==> config.mk <==
export PLATFORM = sky130hd
export DESIGN_NAME = multicycle_controller
export DESIGN_NICKNAME = d
export VERILOG_FILES = /design/src/rtl/multicycle_controller.sv
export SDC_FILE = /design/constraint.sdc
export NUM_CORES = 1
export LEC_CHECK = 0
export ABC_AREA = 1
export CORE_ASPECT_RATIO = 0.8
export CORE_MARGIN = 3
export CORE_UTILIZATION = 25
export DETAILED_ROUTE_END_ITERATION = 7
export DONT_BUFFER_PORTS = 1
export PLACE_DENSITY = 0.35
export SLEW_MARGIN = 20
export SYNTH_ARGS = -nofsm -noshare
export SYNTH_HDL_FRONTEND = slang
export SYNTH_SLANG_ARGS = --single-unit
export TNS_END_PERCENT = 1
==> constraint.sdc <==
create_clock -name clk -period 2.4 [get_ports clk]
set_input_delay 0.12 -clock clk [delete_from_list [all_inputs] [get_ports clk]]
set_output_delay 0.12 -clock clk [all_outputs]
set_load 0.005 [all_outputs]
==> src/rtl/multicycle_controller.sv <==
// Main control FSM and ALU/immediate decoders for the multicycle RV32I core.
// Steps the shared datapath one state per clock and drives every enable and select.
module multicycle_controller #(
    parameter bit BNE_EN       = 1'b1,
    parameter bit ILLEGAL_TRAP = 1'b1
) (
    input  logic       clk,
    input  logic       reset,
    input  logic [6:0] op,
    input  logic [2:0] funct3,
    input  logic       funct7b5,
    input  logic       Zero,
    output logic       PCWrite,
    output logic       AdrSrc,
    output logic       MemWrite,
    output logic       IRWrite,
    output logic       RegWrite,
    output logic [1:0] ResultSrc,
    output logic [1:0] ALUSrcA,
    output logic [1:0] ALUSrcB,
    output logic [2:0] ALUControl,
    output logic [1:0] ImmSrc,
    output logic       instr_done,
    output logic       illegal,
    output logic [3:0] state
);

    typedef enum logic [3:0] {
        FETCH    = 4'd0,
        DECODE   = 4'd1,
        MEMADR   = 4'd2,
        MEMREAD  = 4'd3,
        MEMWB    = 4'd4,
        MEMWRITE = 4'd5,
        EXECUTER = 4'd6,
        ALUWB    = 4'd7,
        EXECUTEI = 4'd8,
        JAL      = 4'd9,
        BEQ      = 4'd10,
        HALT     = 4'd11
    } state_t;

    state_t     curState, nextState;
    logic       opKnown;
    logic       pcUpdate, branch;
    logic       irWriteRaw, regWriteRaw, memWriteRaw, doneRaw;
    logic [1:0] aluOp;
    logic       bneSel;

    assign state = curState;

    // Opcodes the controller implements
    always_comb begin
        unique case (op)
            7'b0000011, 7'b0100011, 7'b0110011,
            7'b0010011, 7'b1101111, 7'b1100011: opKnown = 1'b1;
            default:                            opKnown = 1'b0;
        endcase
    end

    // State register, asynchronously returned to FETCH
    always_ff @(posedge clk or posedge reset) begin
        if (reset) curState <= FETCH;
        else       curState <= nextState;
    end

    // Next-state sequencing
    always_comb begin
        nextState = FETCH;
        case (curState)
            FETCH:    nextState = DECODE;
            DECODE: begin
                case (op)
                    7'b0000011, 7'b0100011: nextState = MEMADR;
                    7'b0110011:             nextState = EXECUTER;
                    7'b0010011:             nextState = EXECUTEI;
                    7'b1101111:             nextState = JAL;
                    7'b1100011:             nextState = BEQ;
                    default: begin
                        if (ILLEGAL_TRAP) nextState = HALT;
                        else              nextState = FETCH;
                    end
                endcase
            end
            MEMADR:   nextState = op[5] ? MEMWRITE : MEMREAD;
            MEMREAD:  nextState = MEMWB;
            MEMWB:    nextState = FETCH;
            MEMWRITE: nextState = FETCH;
            EXECUTER: nextState = ALUWB;
            EXECUTEI: nextState = ALUWB;
            ALUWB:    nextState = FETCH;
            JAL:      nextState = ALUWB;
            BEQ:      nextState = FETCH;
            HALT:     nextState = HALT;
            default:  nextState = FETCH;
        endcase
    end

    // Per-state datapath controls
    always_comb begin
        pcUpdate    = 1'b0;
        branch      = 1'b0;
        irWriteRaw  = 1'b0;
        regWriteRaw = 1'b0;
        memWriteRaw = 1'b0;
        doneRaw     = 1'b0;
        AdrSrc      = 1'b0;
        ResultSrc   = 2'b00;
        ALUSrcA     = 2'b00;
        ALUSrcB     = 2'b00;
        aluOp       = 2'b00;
        illegal     = 1'b0;
        case (curState)
            FETCH: begin
                irWriteRaw = 1'b1;
                ALUSrcB    = 2'b10;
                ResultSrc  = 2'b10;
                pcUpdate   = 1'b1;
            end
            DECODE: begin
                ALUSrcA = 2'b01;
                ALUSrcB = 2'b01;
                if (!ILLEGAL_TRAP && !opKnown) doneRaw = 1'b1;
            end
            MEMADR: begin
                ALUSrcA = 2'b10;
                ALUSrcB = 2'b01;
            end
            MEMREAD: AdrSrc = 1'b1;
            MEMWB: begin
                ResultSrc   = 2'b01;
                regWriteRaw = 1'b1;
                doneRaw     = 1'b1;
            end
            MEMWRITE: begin
                AdrSrc      = 1'b1;
                memWriteRaw = 1'b1;
                doneRaw     = 1'b1;
            end
            EXECUTER: begin
                ALUSrcA = 2'b10;
                aluOp   = 2'b10;
            end
            EXECUTEI: begin
                ALUSrcA = 2'b10;
                ALUSrcB = 2'b01;
                aluOp   = 2'b10;
            end
            ALUWB: begin
                regWriteRaw = 1'b1;
                doneRaw     = 1'b1;
            end
            JAL: begin
                ALUSrcA  = 2'b01;
                ALUSrcB  = 2'b10;
                pcUpdate = 1'b1;
            end
            BEQ: begin
                ALUSrcA = 2'b10;
                aluOp   = 2'b01;
                branch  = 1'b1;
                doneRaw = 1'b1;
            end
            HALT:    illegal = 1'b1;
            default: ;
        endcase
    end

    // Write enables are held off for as long as reset is asserted
    assign bneSel     = BNE_EN && (funct3 == 3'b001);
    assign PCWrite    = !reset && (pcUpdate || (branch && (Zero ^ bneSel)));
    assign IRWrite    = !reset && irWriteRaw;
    assign RegWrite   = !reset && regWriteRaw;
    assign MemWrite   = !reset && memWriteRaw;
    assign instr_done = !reset && doneRaw;

    // ALU operation decode
    always_comb begin
        ALUControl = 3'b000;
        case (aluOp)
            2'b00: ALUControl = 3'b000;
            2'b01: ALUControl = 3'b001;
            default: begin
                case (funct3)
                    3'b000:  ALUControl = (op[5] && funct7b5) ? 3'b001 : 3'b000;
                    3'b010:  ALUControl = 3'b101;
                    3'b110:  ALUControl = 3'b011;
                    3'b111:  ALUControl = 3'b010;
                    default: ALUControl = 3'b000;
                endcase
            end
        endcase
    end

    // Immediate format decode, independent of state
    always_comb begin
        case (op)
            7'b0100011: ImmSrc = 2'b01;
            7'b1100011: ImmSrc = 2'b10;
            7'b1101111: ImmSrc = 2'b11;
            default:    ImmSrc = 2'b00;
        endcase
    end

endmodule

* After elaboration in Yosys (flattened, before gate mapping) *
Cells that the tools add are included.

word-level totals
  bits in registers = 4
  latch bits = 0
  RAM bits = 0
  bits in read-only memories = 0
  output and inout bits = 22
  logic and storage cells = 65
  memories kept = 0

cells by class
  add/subtract/negate cells = 0
  multipliers = 0
  div/mod/pow operators = 0
  order comparisons = 0
  equal/unequal tests = 22
  shift-type cells = 0
  mux-type cells = 19
  bitwise logic cells = 1
  reductions and logical operators = 22

operators by type and width
  operator                                        number
  one-hot mux 4 bit (6 select lines)              1
  one-hot mux 4 bit (5 select lines)              1
  == test 4 x 3 -> 1 bit (second input constant)  4
  == test 4 bit (second input constant)           4
  one-hot mux 2 bit (2 select lines)              4
  == test 7 x 6 -> 1 bit (second input constant)  2
  == test 7 bit (second input constant)           2
  one-hot mux 3 bit (4 select lines)              1
  OR reduction 2 bit                              6
  2-to-1 mux 1 bit                                9
  == test 4 x 2 -> 1 bit (second input constant)  2
  OR reduction 4 bit                              2
  == test 7 x 2 -> 1 bit (second input constant)  1
  == test 7 x 5 -> 1 bit (second input constant)  1
  logical AND 1 bit                               7
  == test 3 bit (second input constant)           2
  one-hot mux 2 bit (3 select lines)              1
  one-hot mux 3 bit (2 select lines)              1
  OR reduction 3 bit                              2
  == test 4 x 1 -> 1 bit (second input constant)  1
  zero test 4 bit                                 1
  == test 3 x 1 -> 1 bit (second input constant)  1
  == test 3 x 2 -> 1 bit (second input constant)  1
  zero test 3 bit                                 1
  other kinds (6)                                 6

* Depth between registers and ports, before layout *
  word-level depth = 5
  depth in mapped cells = 8
  mapped depth without buffers = 8

* Worst setup path after synthesis *
OpenSTA, ideal clock, no wires.

  path type = reg-to-output
  start point = register curState[0], in the netlist state[0]
  end point = output port PCWrite
  data arrival time = 1.012 ns
  required time = 2.280 ns
  setup slack = 1.268 ns
  stages on the path, launching flop included = 6
  path buffers = 0
  cells stage by stage = dfrtp_1 > nor2_2 > inv_2 > nor2_2 > nor2_1 > o22ai_2

between the ends
  cells in the longest elaborated chain, start to end = 5
  elaborated cells on any way between the ends = 9

ends and longest elaborated chain
  item                                                              RTL line  text
  from (decl)                                                       43        state_t curState, nextState;
  from (signal assigned)                                            64        else curState <= nextState;
  == test 4 bit or zero test 4 bit (tied branches)                  113       case (curState)
  OR reduction 2 bit (no line) or 2-to-1 mux 1 bit (tied branches)  -
  2-to-1 mux 1 bit or logical AND 1 bit (tied branches)             113, 171
  logical OR 1 bit *                                                171       assign PCWrite = !reset && (pcUpdate || (branch && (Zero ^ bneSel)));
  logical AND 1 bit *                                               171
  to (decl)                                                         13        output logic PCWrite,

Every way passes the cells marked *; elsewhere a longest branch is shown, timed or not.

* Final worst setup path *
  start point = register curState[2], in the netlist state[2]
  end point = output port PCWrite

The elaborated chain is that of the path after synthesis.

==> run_results.csv <==
group,metric,value,unit
place,port_buffers,0,
timing,max-slew-margin-rel,80.4,%
cts,cts_tree,"yes",
timing,hold_viol,0,
worst_setup_path,worstPathMaxFanout,5,
global_route,grt_max_degree,7,
power,leakage,0.337,nW
synthesis,synth_area,577,um2
global_route,grt_pass1_wl,2750,um
place,place_worst_setup_slack,1.12,ns
detailed_routing,viasPerCell,4.83,
cts,cts_setup_buffers,0,
timing,worst_slack,0.897,ns
cells_and_area,drive_gt1_share,31.7,%
floorplanning,core_area,2030,um2
timing,setup_tns,0,ns
floorplanning,die-area,2920,um2
place,gp_congestion,0.789,
cells_and_area,multi_input_area,394,um2
cells_and_area,antenna_cells,0,
outcome,status,"completed",
worst_setup_path,crit_path_cell_trace,"inv_2, nand2_2, nor2_2, nor2_1, o22ai_2",
cells_and_area,final_area,639,um2
synthesis,synth.avg_cell_area,5.95,um2
timing,worstMarginPinSlew,0.294,ns
cells_and_area,fin_nets,117,
cts,insertion_delay,0.23,ns
floorplanning,die_w,59.7,um
worst_setup_path,required,2.28,ns
timing,period_minus_slack,1.50,ns
floorplanning,pin_count,36,
detailed_routing,drtIter0Drc,24,
worst_setup_path,critPathArrivalTime,1.38,ns
synthesis,netlist-cell-type-count,20,
global_route,grt.total_usage,12.2,%
global_route,antenna_found_initial,0,
floorplanning,die_y,49.0,um
cts,max-clock-path-buffers,2,
power,p_per_area,1060,nW/um2
timing,fmax,0.665,GHz
cts,path_clk_slew,0.04,ns
synthesis,synth-seq-cells,4,
worst_hold_path,hold_class,"in2reg",
detailed_routing,firstDrtPassIters,4,
timing,fin_crit_sh,62.6,%
timing,drv_slew,0,
worst_setup_path,cp_slowest_cell,"dfrtp_1",
detailed_routing,num_vias,604,
global_route,first_global_vias,592,
detailed_routing,post_drt_wl_per_cell,13.7,um
cts,clock-root-buffer,"clkbuf_4",
worst_setup_path,crit_type,"reg2out",
timing,clock_skew,0.000994,ns
timing,rsz0062_at_grt,"false",
detailed_routing,finalWirelength,1710,um
cells_and_area,area_growth,10.8,%
synthesis,synth_nets,111,
detailed_routing,ant_nets,0,
cts,cts_max_level,1,
cts,clkSinkCount,4,
cells_and_area,register_area,100,um2
timing,setup-violations-final,0,
synthesis,synth-warning-count,0,
floorplanning,initial_utilization,28.4,%
power,vdd_drop_max,562,uV
floorplanning,num_rows,14,
worst_setup_path,cp-end-kind,"output port",
worst_setup_path,cpPeakStageDelay,0.45,ns
job,maxCapViolCount,0,
worst_setup_path,critPathLaunchType,"flop",
synthesis,synthCells,97,
cells_and_area,largest_register_ffs,4,
cts,holdBufCountCts,1,
place,dp_hpwl,1450,um
synthesis,ys_seq_area_share,17.4,%
cts,cts-buffers-inserted,3,
cts,post_cts_resized,0,
global_route,grt_overflow,0,
cells_and_area,n_fill_cell,237,
detailed_routing,remaining_drc_errors,0,
place,placed_cell_area,607,um2
[layer usage]
metal	GRT usage (%)	part of all wire, %
met5	0	0
met4	5.54	0
met3	4.23	7.8
met2	16.0	42
met1	17.4	51
[logic make-up after synthesis]
group | Yosys count | share of synthesized area, %
and+or+nand+nor | 58 | 53.1
buffers and inverters | 22 | 14.3
DFF | 4 | 17.4
AOI/OAI and AO/OA | 13 | 15.2
[power by group]
part	internal [mW]	switching, mW
Clock	0.0558	0.0254
Combinational	0.136	0.300
Sequential	0.0998	0.0634
[final timing paths]
path	depth (start not counted)	slack (ns)	to	start
min	2	0.06	state[2]$_DFF_PP0_	op[5]
min in group asynchronous	2	0.25	state[0]$_DFF_PP0_	reset
max in group asynchronous	2	1.97	state[1]$_DFF_PP0_	reset
min reg2reg	3	0.74	state[3]$_DFF_PP0_	state[2]$_DFF_PP0_
max reg2reg	6	1.15	state[1]$_DFF_PP0_	state[0]$_DFF_PP0_
max	5	0.90	PCWrite	state[2]$_DFF_PP0_
[worst max-delay path: cells and delay by family (launching register included)]
family	cells	cell delay, ns
AOI/OAI and AO/OA	1	0.16
and+or+nand+nor	3	0.43
DFF	1	0.45
buffers and inverters	1	0.11
[synthesized netlist by cell type]
library cell | instances | area share (%)
o211ai_2 | 1 | 2.2
nor2_1 | 12 | 7.8
nand4_1 | 5 | 5.4
dfrtp_1 | 4 | 17
o21ai_0 | 3 | 2.6
o211ai_1 | 1 | 1.3
o22ai_1 | 1 | 1.1
nand3_1 | 6 | 5.2
o21ai_2 | 1 | 1.5
nand2_1 | 16 | 10
nor2_2 | 5 | 5.4
nand2_2 | 6 | 6.5
a21oi_1 | 5 | 4.3
inv_1 | 12 | 7.8
nand3b_1 | 1 | 1.3
nor3_2 | 2 | 3.5
nor2_4 | 3 | 5.9
o22ai_2 | 1 | 2.2
nor3_1 | 2 | 1.7
inv_2 | 10 | 6.5
[area by class of cell]
type / instances / share of cell area [%]
timing repair buffer: 1 / 1.57
multi-input combinational: 71 / 61.6
tap: 24 / 4.70
inverter: 22 / 12.9
clock buffer: 3 / 3.52
sequential: 4 / 15.7
[cell usage in the layout (no fill, tap or decap), drive strengths merged]
cell          n
clkbuf        3
dlygate4sd3   1
nand4         5
a21oi         5
nor3          4
nand3b        1
dfrtp         4
o22ai         2
o211ai        2
nor2         20
nand3         6
o21ai         4
inv          22
nand2        22
[per-stage QoR]
stage	util [%]	hold slack, ns	power [mW]	instances
after global routing	31.5	0.0539	0.756	125
after CTS	31.5	0.0503	0.699	125
final	31.5	0.0623	0.680	125
after global placement	29.9	-0.0576	0.614	121
after detailed placement	29.9	-0.0659	0.609	121
after floorplan	-	-0.0972	0.510	97
(Power assumes the default switching activity.)
